### config.mk
export PLATFORM = sky130hd
export DESIGN_NAME = wb_arbiter
export DESIGN_NICKNAME = d
export VERILOG_FILES = /design/src/rtl/reg_pkg.sv /design/src/rtl/rob_pkg.sv /design/src/rtl/wb_pkg.sv /design/src/rtl/wb_skid_fifo.sv /design/src/rtl/wb_arbiter.sv
export SDC_FILE = /design/constraint.sdc
export NUM_CORES = 1
export LEC_CHECK = 0
export CORE_UTILIZATION = 56
export CTS_CLUSTER_DIAMETER = 120
export DETAILED_ROUTE_END_ITERATION = 7
export PLACE_DENSITY = 0.89
export REMOVE_ABC_BUFFERS = 1
export SLEW_MARGIN = 20
export SYNTH_ARGS = -nofsm -noshare
export SYNTH_HDL_FRONTEND = slang
export SYNTH_SLANG_ARGS = --single-unit
### constraint.sdc
create_clock -name clk_in -period 7.6 [get_ports clk_in]
set_input_delay 1.52 -clock clk_in [delete_from_list [all_inputs] [get_ports clk_in]]
set_output_delay 1.52 -clock clk_in [all_outputs]
set_load 0.02 [all_outputs]
### src/rtl/reg_pkg.sv
// Register-file geometry shared across the backend.
// Physical register count and datapath word width.
package reg_pkg;
  localparam int NUM_PHYS_REGS = 64;
  localparam int WORD_SIZE     = 32;
endpackage

### src/rtl/rob_pkg.sv
// Reorder-buffer geometry shared across the backend.
// ROB depth sets the width of every rob pointer.
package rob_pkg;
  localparam int ROB_ENTRIES = 32;
endpackage

### src/rtl/wb_pkg.sv
// Writeback request bundle carried from FUs to write ports.
// Field widths follow the regfile and ROB geometry.
package wb_pkg;
  localparam int DEST_W = $clog2(reg_pkg::NUM_PHYS_REGS);
  localparam int DATA_W = reg_pkg::WORD_SIZE;
  localparam int ROB_W  = $clog2(rob_pkg::ROB_ENTRIES);

  typedef struct packed {
    logic [DEST_W-1:0] dest_reg_phys;
    logic [DATA_W-1:0] data;
    logic [ROB_W-1:0]  rob_ptr;
    logic              has_dest;
  } wb_req_t;
endpackage

### src/rtl/wb_skid_fifo.sv
// Per-FU skid FIFO absorbing writeback port contention.
// Flush empties it; push is pre-qualified by the caller.
module wb_skid_fifo
  import wb_pkg::*;
#(
  parameter int DEPTH = 4,
  localparam int AW = $clog2(DEPTH),
  localparam int CW = AW + 1
) (
  input  logic          clk_in,
  input  logic          rst_N_in,
  input  logic          flush_in,
  input  logic          push_in,
  input  wb_req_t       push_pkt_in,
  input  logic          pop_in,
  output logic [CW-1:0] count_out,
  output wb_req_t       head_out
);

  wb_req_t       mem [DEPTH];
  logic [AW-1:0] wr_ptr;
  logic [AW-1:0] rd_ptr;
  logic [CW-1:0] cnt;

  assign count_out = cnt;
  assign head_out  = mem[rd_ptr];

  // Storage array; contents need no reset, count gates use.
  always_ff @(posedge clk_in) begin
    if (push_in && !flush_in) begin
      mem[wr_ptr] <= push_pkt_in;
    end
  end

  // Pointers and occupancy; flush overrides push and pop.
  always_ff @(posedge clk_in or negedge rst_N_in) begin
    if (!rst_N_in) begin
      wr_ptr <= '0;
      rd_ptr <= '0;
      cnt    <= '0;
    end else if (flush_in) begin
      wr_ptr <= '0;
      rd_ptr <= '0;
      cnt    <= '0;
    end else begin
      if (push_in) wr_ptr <= wr_ptr + 1'b1;
      if (pop_in)  rd_ptr <= rd_ptr + 1'b1;
      cnt <= cnt + CW'(push_in) - CW'(pop_in);
    end
  end

endmodule

### src/rtl/wb_arbiter.sv
// Round-robin writeback arbiter: NUM_FU skid FIFOs share
// NUM_WB_PORTS registered write ports.
module wb_arbiter
  import wb_pkg::*;
#(
  parameter int NUM_FU       = 4,
  parameter int NUM_WB_PORTS = 2,
  parameter int FIFO_DEPTH   = 4,
  localparam int SW = $clog2(NUM_FU),
  localparam int CW = $clog2(FIFO_DEPTH) + 1
) (
  input  logic                                 clk_in,
  input  logic                                 rst_N_in,
  input  logic                                 flush_in,
  input  logic    [NUM_FU-1:0]                 fu_valid_in,
  input  wb_req_t [NUM_FU-1:0]                 fu_pkt_in,
  output logic    [NUM_FU-1:0]                 fu_ready_out,
  output logic    [NUM_WB_PORTS-1:0]           wr_valid_out,
  output logic    [NUM_WB_PORTS-1:0]           wr_en_out,
  output wb_req_t [NUM_WB_PORTS-1:0]           wr_pkt_out,
  output logic    [NUM_WB_PORTS-1:0][SW-1:0]   wr_src_out
);

  logic [CW-1:0] cnt [NUM_FU];
  wb_req_t       head [NUM_FU];
  logic [NUM_FU-1:0] push;
  logic [NUM_FU-1:0] nonempty;
  logic [NUM_FU-1:0] grant;

  logic [SW-1:0] rr_ptr;
  logic [SW-1:0] rr_next;
  logic [NUM_WB_PORTS-1:0]         gvld;
  logic [NUM_WB_PORTS-1:0][SW-1:0] gsrc;

  for (genvar i = 0; i < NUM_FU; i++) begin : g_fu
    // Ready comes from the registered count only.
    assign fu_ready_out[i] = cnt[i] < CW'(FIFO_DEPTH);
    assign push[i]         = fu_valid_in[i] & fu_ready_out[i];
    assign nonempty[i]     = cnt[i] != '0;

    wb_skid_fifo #(.DEPTH(FIFO_DEPTH)) u_fifo (
      .clk_in      (clk_in),
      .rst_N_in    (rst_N_in),
      .flush_in    (flush_in),
      .push_in     (push[i]),
      .push_pkt_in (fu_pkt_in[i]),
      .pop_in      (grant[i]),
      .count_out   (cnt[i]),
      .head_out    (head[i])
    );
  end

  // Scan from rr_ptr, grant non-empty heads to ports in order.
  always_comb begin : arb
    int n;
    int idx;
    int last;
    grant   = '0;
    gvld    = '0;
    gsrc    = '0;
    rr_next = rr_ptr;
    n       = 0;
    last    = 0;
    for (int s = 0; s < NUM_FU; s++) begin
      idx = int'(rr_ptr) + s;
      if (idx >= NUM_FU) idx = idx - NUM_FU;
      if (nonempty[idx] && n < NUM_WB_PORTS) begin
        grant[idx] = 1'b1;
        gvld[n]    = 1'b1;
        gsrc[n]    = SW'(idx);
        n          = n + 1;
        last       = idx;
      end
    end
    if (n != 0) begin
      rr_next = (last == NUM_FU - 1) ? '0 : SW'(last + 1);
    end
  end

  // Register granted heads onto the ports; flush clears all.
  always_ff @(posedge clk_in or negedge rst_N_in) begin
    if (!rst_N_in) begin
      rr_ptr       <= '0;
      wr_valid_out <= '0;
      wr_en_out    <= '0;
      wr_pkt_out   <= '0;
      wr_src_out   <= '0;
    end else if (flush_in) begin
      rr_ptr       <= '0;
      wr_valid_out <= '0;
      wr_en_out    <= '0;
      wr_pkt_out   <= '0;
      wr_src_out   <= '0;
    end else begin
      rr_ptr <= rr_next;
      for (int k = 0; k < NUM_WB_PORTS; k++) begin
        wr_valid_out[k] <= gvld[k];
        wr_en_out[k]    <= gvld[k] & head[gsrc[k]].has_dest;
        wr_pkt_out[k]   <= gvld[k] ? head[gsrc[k]] : '0;
        wr_src_out[k]   <= gvld[k] ? gsrc[k] : '0;
      end
    end
  end

endmodule

==> summary.txt, run 1 <==
Setup-failing EPs final: 0
Synthesized area: 32,900 um2
Yosys warns: 0
Crit path max fanout: 30
Post-layout minimum cycle time: 5.94 ns
Pwr/cell area: 477 nW/um2
Metal3 WL: 8840 um
DPL Wire Length: 48,100 um
WP data required: 8.07 ns
Number of synthesized register bits: 828
Finished Layout Cells: 2,772
Hold WC Path Type: flop to flop
CTS tree: built
Synth-to-layout area growth: 19.5%
First-pass GRT wire length: 124,000 um
Share of post-route cells with drive strength above 1: 0.176
Slew of the pin with the lowest slew margin: 1.01 ns
Die area: 59,800 um2
Vias in the first global route: 19,000
Largest net degree at the start of global routing: 74
Peak Freq: 168 MHz
Setup crit start kind: flop
Initial antenna violation count: 18
WS Path Type: flop to flop
Number of library cell types mapped by synthesis: 57
Gr usage total: 0.291
H-tree lvl count: 3
Final WL: 85,500 um
Post-CTS Hold Buffers: 0
Status: finished, final reports clean
RSZ-0062 raised after global routing: false
Clock Skew: 0.0244 ns
PortBufs: 282
WL per Instance: 30.8 um
Met1 wire length: 31,400 um
Ys flop type: edfxtp_1
Avg Cell Area, Syn: 20.1 um2
DR pass1 iterations: 5
Vias: 18,000
Placed Cells: 2,608
Clock Path Buffers: 3
Final hold viol count: 0
CP endpoint kind: flop
Post-synth EDFFs: 704
Routed Antenna Nets: 0
Root Driver: clkbuf_16
IR drop worst, VDD: 0.775 mV
Clock buffer count from CTS: 81
FP Rows: 88
Die Y: 244 um
Core Area: 57,900 um2
Io pins: 283
Seq/Total Area, Yosys: 0.736
Iteration-0 DRC Markers: 1,898
Clk slew on worst S/H paths: 0.06 ns
Post-CTS Setup Bufs: 0
Remaining global-route overflow: 0
Period utilization: 0.782
Die extent in x: 244 um
Post-Syn Instances: 1,637
Max-slew violations: 0
CTS resizes: 0
Met2 Routed Length: 42,400 um
Pleak: 13.8 nW
Final core occ: 0.679
Vias/cell: 6.48
# DRC: 0
Clock sinks: 828
CP Data Arrival Time: 6.40 ns
Routability cong.: 0.796
Ys async rst share: 0.150
Starting Density: 0.569
Max cap viols: 0
Slew margin rel.: 0.328
Worst-skew pair later-pin latency: 0.64 ns
Layout net count: 2,156
Top Layer Used: met5
==> worst paths after layout <==
| check | start | to | slack [ns] | depth (start not counted) |
|---|---|---|---|---|
| worst max-delay path | rr_ptr[1]$_DFFE_PN0P_ | wr_pkt_out[66]$_DFF_PN0_ | 1.66 | 17 |
| worst min register to register | g_fu[2].u_fifo.wr_ptr[1]$_DFFE_PN0P_ | g_fu[2].u_fifo.wr_ptr[1]$_DFFE_PN0P_ | 0.63 | 2 |
| min in group asynchronous | rst_N_in | wr_pkt_out[6]$_DFF_PN0_ | 0.94 | 1 |
| worst max register to register | rr_ptr[1]$_DFFE_PN0P_ | wr_pkt_out[66]$_DFF_PN0_ | 1.66 | 17 |
| worst min-delay path | g_fu[2].u_fifo.wr_ptr[1]$_DFFE_PN0P_ | g_fu[2].u_fifo.wr_ptr[1]$_DFFE_PN0P_ | 0.63 | 2 |
| max in group asynchronous | rst_N_in | wr_pkt_out[49]$_DFF_PN0_ | 5.32 | 2 |
==> flip-flops by register name, summed over array words and instances (netlist names) <==
| name | count |
|---|---|
| g_fu.u_fifo.rd_ptr | 8 |
| wr_src_out | 4 |
| rr_ptr | 2 |
| wr_en_out | 2 |
| wr_valid_out | 2 |
| g_fu.u_fifo.wr_ptr | 8 |
| g_fu.u_fifo.mem | 704 |
| g_fu.u_fifo.count_out | 12 |
| wr_pkt_out | 86 |
==> per-layer routing <==
layer | vias up | global-route usage
met4 | 20 | 0.117
met3 | 208 | 0.0722
met5 | - | 0
li1 | 7267 | -
met2 | 1179 | 0.466
met1 | 9301 | 0.386
==> cells by family (layout without fill, tap and decap cells) <==
logic type | Yosys count | count (layout) | share of synthesized area
buffers and inverters | 124 | 485 | 0.0168
DFF | 828 | 828 | 0.736
muxes | 357 | 357 | 0.176
xor gates and xnor gates | 16 | 16 | 0.00426
AOI/OAI and AO/OA | 146 | 146 | 0.0302
adders and majority gates | 44 | 44 | 0.0179
other | 0 | 9 | 0
and+or+nand+nor | 122 | 122 | 0.0184
==> cells in the final DEF, fill, tap and decap left out, types with 6 or more instances in the layout <==
cell type,netlist,routed
clkinv_2,0,10
clkinv_1,1,10
nor2_1,45,45
dfrtp_1,124,116
clkbuf_1,59,23
xor2_1,6,6
nor3_1,7,6
o22ai_1,87,87
nand2_1,15,12
diode_2,0,9
dfrtp_4,0,8
xnor2_1,10,10
ha_1,39,39
edfxtp_1,704,704
mux4_2,178,178
bufinv_16,0,7
nor2b_1,7,7
mux2i_1,177,177
clkbuf_16,0,83
inv_1,31,31
a21oi_1,13,13
buf_4,10,11
and2_4,0,16
clkbuf_8,0,11
clkdlybuf4s50_1,0,281
==> Yosys cell counts (all sizes together) (2+ instances only) <==
| library cell | count | area (um2) |
|---|---|---|
| a2111oi | 3 | 26.3 |
| a211o | 2 | 17.5 |
| a211oi | 5 | 42.5 |
| a21o | 2 | 15.0 |
| a21oi | 13 | 65.1 |
| a221o | 4 | 40.0 |
| a22o | 5 | 43.8 |
| and2 | 21 | 131 |
| buf | 32 | 208 |
| clkbuf | 59 | 221 |
| dfrtp | 124 | 3100 |
| edfxtp | 704 | 21100 |
| fa | 5 | 100 |
| ha | 39 | 488 |
| inv | 32 | 120 |
| mux2 | 2 | 22.5 |
| mux2i | 177 | 1770 |
| mux4 | 178 | 4010 |
| nand2 | 15 | 56.3 |
| nand2b | 6 | 37.5 |
| nand3 | 5 | 25.0 |
| nor2 | 45 | 169 |
| nor2b | 7 | 43.8 |
| nor3 | 7 | 35.0 |
| nor3b | 4 | 30.0 |
| nor4 | 4 | 25.0 |
| o211ai | 3 | 22.5 |
| o21ai | 5 | 25.0 |
| o22ai | 87 | 544 |
| o31a | 2 | 17.5 |
| or3 | 5 | 31.3 |
| or4 | 2 | 15.0 |
| xnor2 | 10 | 87.6 |
| xor2 | 6 | 52.6 |
==> critical path, stage by stage, from the launching register on <==
cell	delay (ns)
dfrtp_1	0.32
buf_4	0.23
inv_1	0.19
ha_1	0.66
inv_1	0.23
mux4_2	0.51
ha_1	0.29
a21oi_1	0.07
buf_4	0.19
fa_1	0.66
nand2b_1	0.09
a2111oi_0	0.58
nor2_1	0.24
nor2_1	0.17
a21oi_1	0.12
nand2_2	0.36
buf_4	0.59
o22ai_1	0.20
==> cell type report <==
cell class / count / area [um2]
clock inverter: 35 / 400
sequential: 828 / 24300
antenna: 9 / 22.5
tap: 765 / 957
multi-input combinational: 685 / 8190
clock buffer: 117 / 2310
timing repair buffer: 300 / 3060
inverter: 33 / 124
fill: 3567 / 18600
==> metrics by stage <==
step                setup TNS (ns)  power (mW)  hold slack, ns  setup slack (ns)  instance area (um2)
floorplan                  -296.35        10.4           0.542             -5.86                32500
global placement                 0        14.1           0.556              2.09                36500
detailed placement               0        14.5           0.611              1.80                36500
CTS                              0        18.7           0.625              1.75                39200
global route                     0        19.5           0.671              1.21                39300
finish                           0        18.8           0.632              1.66                39300
==> where the power goes <==
part	internal, mW	switching [mW]
sequential	5.45	0.562
clock	2.37	1.69
combinational	3.82	4.89
total	11.6	7.14
Power figures use the tool's default switching activity.
==> run 2, diff against run 1 <==
--- a/config.mk
+++ b/config.mk
@@ -5,10 +5,10 @@
 export SDC_FILE = /design/constraint.sdc
 export NUM_CORES = 1
 export LEC_CHECK = 0
-export CORE_UTILIZATION = 56
+export CORE_UTILIZATION = 52
 export CTS_CLUSTER_DIAMETER = 120
 export DETAILED_ROUTE_END_ITERATION = 7
-export PLACE_DENSITY = 0.89
+export PLACE_DENSITY = 0.87
 export REMOVE_ABC_BUFFERS = 1
 export SLEW_MARGIN = 20
 export SYNTH_ARGS = -nofsm -noshare
==> constraint.sdc (replaced) <==
create_clock -name clk_in -period 4.94 [get_ports clk_in]
set_input_delay 0.988 -clock clk_in [delete_from_list [all_inputs] [get_ports clk_in]]
set_output_delay 0.988 -clock clk_in [all_outputs]
set_load 0.02 [all_outputs]
==> run 2 against run 1 <==
Against the previous run:
- fmax rose by 24%
- total power rose by 56%
- non-clock buffer count rose by 18
- final area rose by 0.62%
- sequential power rose by 54%
- cell count rose by 3.6%
==> summary.txt, run 2 (synthesis gave the netlist of run 1 again) <==
Period utilization: 0.972
Clk slew on worst S/H paths: 0.06 ns
Die area: 64,300 um2
Worst-skew pair later-pin latency: 0.64 ns
Pwr/cell area: 739 nW/um2
RSZ-0062 raised after global routing: false
Int Power: 18.1 mW
WS Path Type: flop to flop
CTS tree: built
Clk pwr share: 0.212
Max-slew violations: 0
Area after DPL: 36,700 um2
Slew margin rel.: 0.323
Root Driver: clkbuf_16
H-tree lvl count: 3
Iteration-0 DRC Markers: 1,829
Commonest non-fill, non-tap cell in the layout: edfxtp_1
Clock buffer count from CTS: 81
Number of flip-flops in the largest register: 704
Remaining global-route overflow: 0
Reg2Reg Depth: 13
Combinational Power Share: 0.471
Worst path max stage delay: 0.62 ns
Place WS: 0.161 ns
Most used cell, CP: or3_1
Most frequent cells in the layout: 704 x edfxtp_1, 281 x clkdlybuf4s50_1, 178 x mux4_2, 177 x mux2i_1, 116 x dfrtp_1
WL per Instance: 29.6 um
Final hold viol count: 0
Gr usage total: 0.267
Psw: 11.2 mW
Most flop-heavy register: g_fu.u_fifo.mem
Crit path max fanout: 37
Die extent in x: 254 um
CP Data Arrival Time: 5.28 ns
Worst path depth: 13
Clock Skew: 0.0220 ns
Die Y: 254 um
DR pass1 iterations: 7
Slew of the pin with the lowest slew margin: 1.01 ns
Vias/cell: 6.23
PortBufs: 282
Synth-to-layout area growth: 20.2%
Starting Density: 0.530
Pleak: 13.9 nW
Clock Path Buffers: 3
Setup-failing EPs final: 0
IR drop worst, VDD: 1.18 mV
Routed Antenna Nets: 0
Vias in the first global route: 18,800
FP Rows: 91
WP data required: 5.42 ns
Clock sinks: 828
First-pass GRT wire length: 122,000 um
Io pins: 283
Setup crit start kind: flop
Hold WC Path Type: input pin to asynchronous set/reset pin
Worst-path cell chain: or3_1 > mux4_2 > ha_1 > a21oi_1 > fa_2 > or3_1 > a211o_1 > o211a_1 > o21ai_1 > o31a_2 > buf_12 > mux2i_1 > o22ai_1
CP endpoint kind: flop
Finished Cell Area: 39,600 um2
Post-layout minimum cycle time: 4.80 ns
Status: finished, final reports clean
Final WL: 85,100 um
Routability cong.: 0.807
DPL Wire Length: 49,200 um
Crit-path slowest cell: mux4_2
Largest net degree at the start of global routing: 97
# DRC: 0
Initial antenna violation count: 23
Flop pwr share: 0.317
Share of post-route cells with drive strength above 1: 0.186
Post-CTS Hold Buffers: 0
Layout net count: 2,175
Pwr Total: 29.2 mW
Peak Freq: 208 MHz
Vias: 17,900
CP bufs+invs: 1
Largest delay contributor family on the critical path: compound AO/OA/AOI/OAI gates
Max cap viols: 0
Sw frac: 0.382
Setup ws final: 0.140 ns
Core Area: 62,200 um2
-- run 2: changes by cell type in the layout (fill, tap and decap cells not counted), moves of 2 or more --
cell and delta:
buf_12 +2, buf_4 +16, bufinv_16 -2, clkbuf_1 +2, clkinv_1 -5, clkinv_8 -4, clkinvlp_4 +4, diode_2 +8
inv_16 +2
-- run 2: layer usage --
| layer | wire length (um) | vias to the layer above | part of all wire | GRT usage |
|---|---|---|---|---|
| li1 | - | 7338 | - | - |
| met1 | 32000 | 9328 | 0.38 | 0.350 |
| met2 | 42300 | 1009 | 0.50 | 0.436 |
| met3 | 8060 | 185 | 0.095 | 0.0579 |
| met4 | 2660 | 20 | 0.031 | 0.106 |
| met5 | 137 | - | 0.0016 | 0 |
-- run 2: final cells by class --
| type | instances | area (um2) |
|---|---|---|
| multi-input cells | 686 | 8210 |
| diodes | 17 | 42.5 |
| repair buffers | 318 | 3220 |
| well taps | 837 | 1050 |
| clock inverters | 34 | 360 |
| clock buffers | 118 | 2310 |
| flip-flops and latches | 828 | 24300 |
| inverters | 33 | 124 |
| fillers | 4058 | 22600 |
-- run 2: final timing paths --
| check | to | start | slack [ns] |
|---|---|---|---|
| setup / recovery | wr_pkt_out[16]$_DFF_PN0_ | g_fu[2].u_fifo.count_out[2]$_DFF_PN0_ | 0.14 |
| hold / removal | g_fu[2].u_fifo.wr_ptr[1]$_DFFE_PN0P_ | rst_N_in | 0.27 |
| setup reg to reg | wr_pkt_out[16]$_DFF_PN0_ | g_fu[2].u_fifo.count_out[2]$_DFF_PN0_ | 0.14 |
| hold reg to reg | g_fu[1].u_fifo.wr_ptr[0]$_DFFE_PN0P_ | g_fu[1].u_fifo.wr_ptr[0]$_DFFE_PN0P_ | 0.62 |
| max in group asynchronous | wr_pkt_out[5]$_DFF_PN0_ | rst_N_in | 3.86 |
| min in group clk_in | g_fu[1].u_fifo.wr_ptr[0]$_DFFE_PN0P_ | g_fu[1].u_fifo.wr_ptr[0]$_DFFE_PN0P_ | 0.62 |
-- run 2: power by group through the flow --
| stage | registers (mW) | clock network (mW) | logic [mW] |
|---|---|---|---|
| global placement | 9.47 | 0 | 12.5 |
| finish | 9.27 | 6.19 | 13.8 |
| CTS | 9.41 | 6.23 | 13.3 |
| detailed placement | 9.53 | 0 | 13.1 |
| global route | 9.35 | 6.49 | 14.4 |
| floorplan | 9.39 | 0 | 5.83 |
-- run 2: stage by stage --
stage                      util  hold slack (ns)  setup TNS (ns)  cells
after global placement    0.591            0.556               0   2694
after floorplan               -            0.542         -542.44   1546
after global routing      0.637            0.287               0   2867
after detailed placement  0.591            0.604               0   2694
final                     0.637            0.265               0   2871
after CTS                 0.634            0.530               0   2846
-- run 2: what timing repair did --
item	CTS	global route
setup endpoints to repair	0	73
setup buffers	0	3
gates resized for setup	0	4
-- run 2: worst reg2reg max path, stage by stage (launching register included) --
cell     delay (ns)
dfrtp_1        0.44
or3_1          0.54
mux4_2         0.62
ha_1           0.26
a21oi_1        0.21
fa_2           0.57
or3_1          0.40
a211o_1        0.27
o211a_1        0.12
o21ai_1        0.08
o31a_2         0.35
buf_12         0.33
mux2i_1        0.32
o22ai_1        0.13
==> run 3, diff against run 2 <==
--- a/config.mk
+++ b/config.mk
@@ -10,6 +10,7 @@
 export DETAILED_ROUTE_END_ITERATION = 7
 export PLACE_DENSITY = 0.87
 export REMOVE_ABC_BUFFERS = 1
+export SETUP_SLACK_MARGIN = 0.1
 export SLEW_MARGIN = 20
 export SYNTH_ARGS = -nofsm -noshare
 export SYNTH_HDL_FRONTEND = slang
==> run 3 against run 2 <==
Against the previous run:
- sequential cell count is the same
- routed wire length up 0.38%
- via count increased by 0.56%
- sequential power about the same
- combinational power about the same
- final area up 0.14%
- clock-buffer cell count unchanged
- non-clock buffer count is 3 higher
- critical path depth is the same
- largest cell class unchanged
- die area did not move
- global-route usage stayed put
- largest power group unchanged
==> summary.txt, run 3 (synthesis gave the netlist of run 1 again) <==
IR drop worst, VDD: 1.18 mV
WP data required: 5.43 ns
Die Y: 254 um
Vias/cell: 6.25
Placed Cells: 2,694
Crit path max fanout: 27
Finished Layout Cells: 2,875
CP bufs+invs: 1
DR pass1 iterations: 5
Clk slew on worst S/H paths: 0.06 ns
Setup crit start kind: flop
Status: finished, final reports clean
Core Area: 62,200 um2
Max cap viols: 0
First-pass GRT wire length: 122,000 um
Starting Density: 0.530
RR Endpoint: wr_pkt_out[42]$_DFF_PN0_
Vias: 18,000
CTS tree: built
Reg2Reg Depth: 13
Largest delay contributor family on the critical path: compound AO/OA/AOI/OAI gates
CP endpoint kind: flop
Iteration-0 DRC Markers: 1,900
DPL Wire Length: 49,200 um
Period utilization: 0.952
Routability cong.: 0.807
Final hold viol count: 0
Most flop-heavy register: g_fu.u_fifo.mem
Clock sinks: 828
Worst-path cell chain: or3_1 > mux4_2 > ha_1 > a21oi_1 > fa_2 > or3_1 > a211o_1 > o211a_1 > o21ai_1 > o31a_4 > buf_12 > mux2i_1 > o22ai_1
Crit-path slowest cell: mux4_2
Die area: 64,300 um2
WL per Instance: 29.7 um
H-tree lvl count: 3
Pwr/cell area: 745 nW/um2
Share of post-route cells with drive strength above 1: 0.188
Register-to-Register Setup Slack: 0.23 ns
Gr usage total: 0.267
Final core occ: 0.638
Pleak: 13.9 nW
Clock Skew: 0.0311 ns
Layout net count: 2,178
Die extent in x: 254 um
Largest net degree at the start of global routing: 97
RSZ-0062 raised after global routing: false
CP Data Arrival Time: 5.19 ns
Slew margin rel.: 0.325
Root Driver: clkbuf_16
Commonest non-fill, non-tap cell in the layout: edfxtp_1
Pwr Total: 29.5 mW
Hold WC Path Type: input pin to asynchronous set/reset pin
R2r startpoint: g_fu[3].u_fifo.count_out[2]$_DFF_PN0_
Post-CTS Hold Buffers: 0
Synth-to-layout area growth: 20.4%
Number of flip-flops in the largest register: 704
# DRC: 0
Worst-skew pair later-pin latency: 0.65 ns
FP Rows: 91
Clock buffer count from CTS: 81
Critical Path Source: g_fu[3].u_fifo.count_out[2]$_DFF_PN0_
Most frequent cells in the layout: 704 x edfxtp_1, 281 x clkdlybuf4s50_1, 178 x mux4_2, 177 x mux2i_1, 116 x dfrtp_1
Setup-failing EPs final: 0
Peak Freq: 213 MHz
Final WL: 85,400 um
Io pins: 283
Post-layout minimum cycle time: 4.71 ns
Slew of the pin with the lowest slew margin: 1.01 ns
Routed Antenna Nets: 0
Worst path max stage delay: 0.60 ns
Most used cell, CP: or3_1
Fillcell total: 4,051
Setup TNS: 0 ns
WS Path Type: flop to flop
PortBufs: 282
Remaining global-route overflow: 0
Clock Path Buffers: 3
Vias in the first global route: 18,800
Initial antenna violation count: 23
Max-slew violations: 0
## run 3: changes by cell type in the layout (fill, tap and decap cells not counted), sizes merged
cell,delta
diode,+1
buf,+2
clkbuf,+1
## run 3: worst reg2reg max path, delay by kind of cell, from the launching register on
family	cells	cell delay, ns
AO/OA/AOI/OAI	6	1.12
AND/OR/NAND/NOR	2	0.92
adder cells (fa/ha/maj)	2	0.83
multiplexers	2	0.97
flip-flops	1	0.44
buffers and inverters	1	0.26
## run 3: how the worst max path moves through the flow
stage,end,slack [ns],cells after the start
after floorplan,wr_en_out[1]$_DFF_PN0_,-8.52,13
after global placement,wr_pkt_out[1]$_DFF_PN0_,0.28,12
after detailed placement,wr_pkt_out[1]$_DFF_PN0_,0.16,12
after CTS,wr_pkt_out[32]$_DFF_PN0_,0.11,13
after global routing,g_fu[1].u_fifo.count_out[2]$_DFF_PN0_,0.12,16
final,wr_pkt_out[42]$_DFF_PN0_,0.23,13
## run 3: power breakdown
part	switching, mW	total [mW]	internal [mW]
clock	2.66	6.20	3.55
combinational	7.78	14.1	6.28
sequential	0.890	9.27	8.38
## run 3: cell type report
type | count | area [um2] | area share
flip-flops and latches | 828 | 24300 | 0.612
inverters | 33 | 124 | 0.00312
clock buffers | 118 | 2310 | 0.0582
clock inverters | 34 | 360 | 0.00909
diodes | 18 | 45.0 | 0.00114
well taps | 837 | 1050 | 0.0264
multi-input cells | 686 | 8220 | 0.207
repair buffers | 321 | 3260 | 0.0823
## run 3: routing by layer
layer,vias to the layer above,track usage,routed length [um]
li1,7346,-,-
met1,9387,0.350,31900
met2,1046,0.436,42600
met3,181,0.0579,8220
met4,20,0.106,2600
met5,-,0,136
## run 3: stage by stage
step	hold WS, ns	cell area (um2)	setup slack, ns
after floorplan	0.542	32500	-8.52
after global placement	0.556	36700	0.277
after detailed placement	0.604	36700	0.161
after CTS	0.530	39400	0.111
after global routing	0.287	39600	0.123
final	0.271	39600	0.235
## run 3: timing repair
action,4_1_cts,5_1_grt
endpoints found under the setup margin,0,81
buffers inserted,0,5
hold endpoints to repair,0,0
gates resized for setup,0,6
==> edit: new RTL, settings of run 3 <==
Change the package constant `WORD_SIZE` from 32 to 16.
--- a/src/rtl/reg_pkg.sv
+++ b/src/rtl/reg_pkg.sv
@@ -2,6 +2,6 @@
 // Physical register count and datapath word width.
 package reg_pkg;
   localparam int NUM_PHYS_REGS = 64;
-  localparam int WORD_SIZE     = 32;
+  localparam int WORD_SIZE     = 16;
 endpackage
 
Ports: changed (resized fu_pkt_in and wr_pkt_out); port bits go from 283 to 187. The function was not compared with the original's and may differ.
==> edit against run 3 <==
- wire length down 40%
- critical path depth rose by 5
- synthesized area down 34%
- setup slack better by 140 ps
- power fell by 36%
- final area shrank 34%
- count of clock-buffer cells in the layout is 41 lower
- sequential cell count decreased by 288
==> edit: results (changes against run 3) <==
Largest stage delay, worst path = 510 ps (-90 ps)
CTS Buf Count = 53 (-35%)
Final GP Congestion = 0.905 (+12%)
CP delay by family, top = adder cells
Pre-antenna DRT Iters = 7 (+2)
Average cell area after synthesis = 19.6 um^2 (-2.8%)
Fraction of layout cells with a size suffix above 1 = 18.1% (-0.62 points)
Final period util = 92.5% (-2.8 points)
Ys async rst share = 17.0% (+2.1 points)
DP HPWL = 33,400 um (-32%)
Clk_lat worst skew = 600 ps (-50 ps)
Reg2Reg Depth = 18 (+5)
First-pass GRT wire length = 76,100 um (-38%)
Clock Skew = 16.8 ps (-14.3 ps)
Buffers on Ports = 186 (-34%)
DP Cell Count = 1,820 (-32%)
Distinct cell type count after synthesis = 56 (-1.8%)
Post-DP Area = 24,400 um^2 (-34%)
Status = finished clean
Crit path max fanout = 8 (-70%)
R2r endpoint = g_fu[2].u_fifo.count_out[2]
Data arrival, critical path = 5030 ps (-160 ps)
Max reg flops = 448 (-36%)
Final Net Count = 1,506 (-31%)
Sequential area share after synthesis = 72.0% (-1.6 points)
DR vias/cell = 6.03 (-3.6%)
VDD IR max = 1.21 mV (+2.5%)
Pre-CTS setup slack = 299 ps (+138 ps)
Post-synth EDFFs = 448 (-36%)
Synth top cells by count = 448 x edfxtp_1, 120 x mux2i_1, 115 x mux4_2
CTS HTree Levels = 2 (-1)
Pin count of the biggest net entering global routing = 66 (-32%)
Vias in the first global route = 12,000 (-36%)
==> edit: area by class of cell <==
type	count	area, um^2
Sequential cell	540	15800
Tap cell	532	666
Multi-Input combinational cell	490	5710
Clock inverter	23	201
Fill cell	2730	15100
Antenna cell	2	5.00
Clock buffer	77	1490
Inverter	32	120
Timing Repair Buffer	227	2190
==> edit: worst min-delay path by stage <==
stage	endpoint	cells past startpoint	slack [ps]
2_1_floorplan	g_fu[0].u_fifo.wr_ptr[1]	2	540
6_report	wr_pkt_out[51]	1	530
5_1_grt	wr_pkt_out[51]	1	590
4_1_cts	wr_pkt_out[23]	1	540
3_3_place_gp	g_fu[3].u_fifo.wr_ptr[1]	2	560
3_5_place_dp	g_fu[1].u_fifo.wr_ptr[1]	2	590
==> edit: kinds of logic after synthesis <==
family | share of synthesized area [%]
AO/OA/AOI/OAI | 3.02
buffers and inverters | 2.04
multiplexers | 17.4
flip-flops | 72.0
XOR/XNOR | 0.640
adder cells (fa/ha/maj) | 2.63
AND/OR/NAND/NOR | 2.26
==> edit: report_power, final <==
part	internal, mW	switching, mW	leakage [nW]
registers	5.49	0.422	5.27
logic	4.08	5.07	3.31
clock network	2.21	1.70	0.812
total	11.8	7.19	9.38
==> edit: layer usage <==
layer  vias to the layer above  wire, um  GRT usage, %
met1                      5984     19600          31.1
li1                       4951         -             -
met2                       562     26600          41.9
met3                        85      4040          5.18
met5                         -        74             0
met4                        12      1060          7.10
==> edit: what timing repair did <==
action                     4_1_cts  5_1_grt
buffers inserted                 0        1
resized for setup                0        4
setup endpoints to repair        0        4
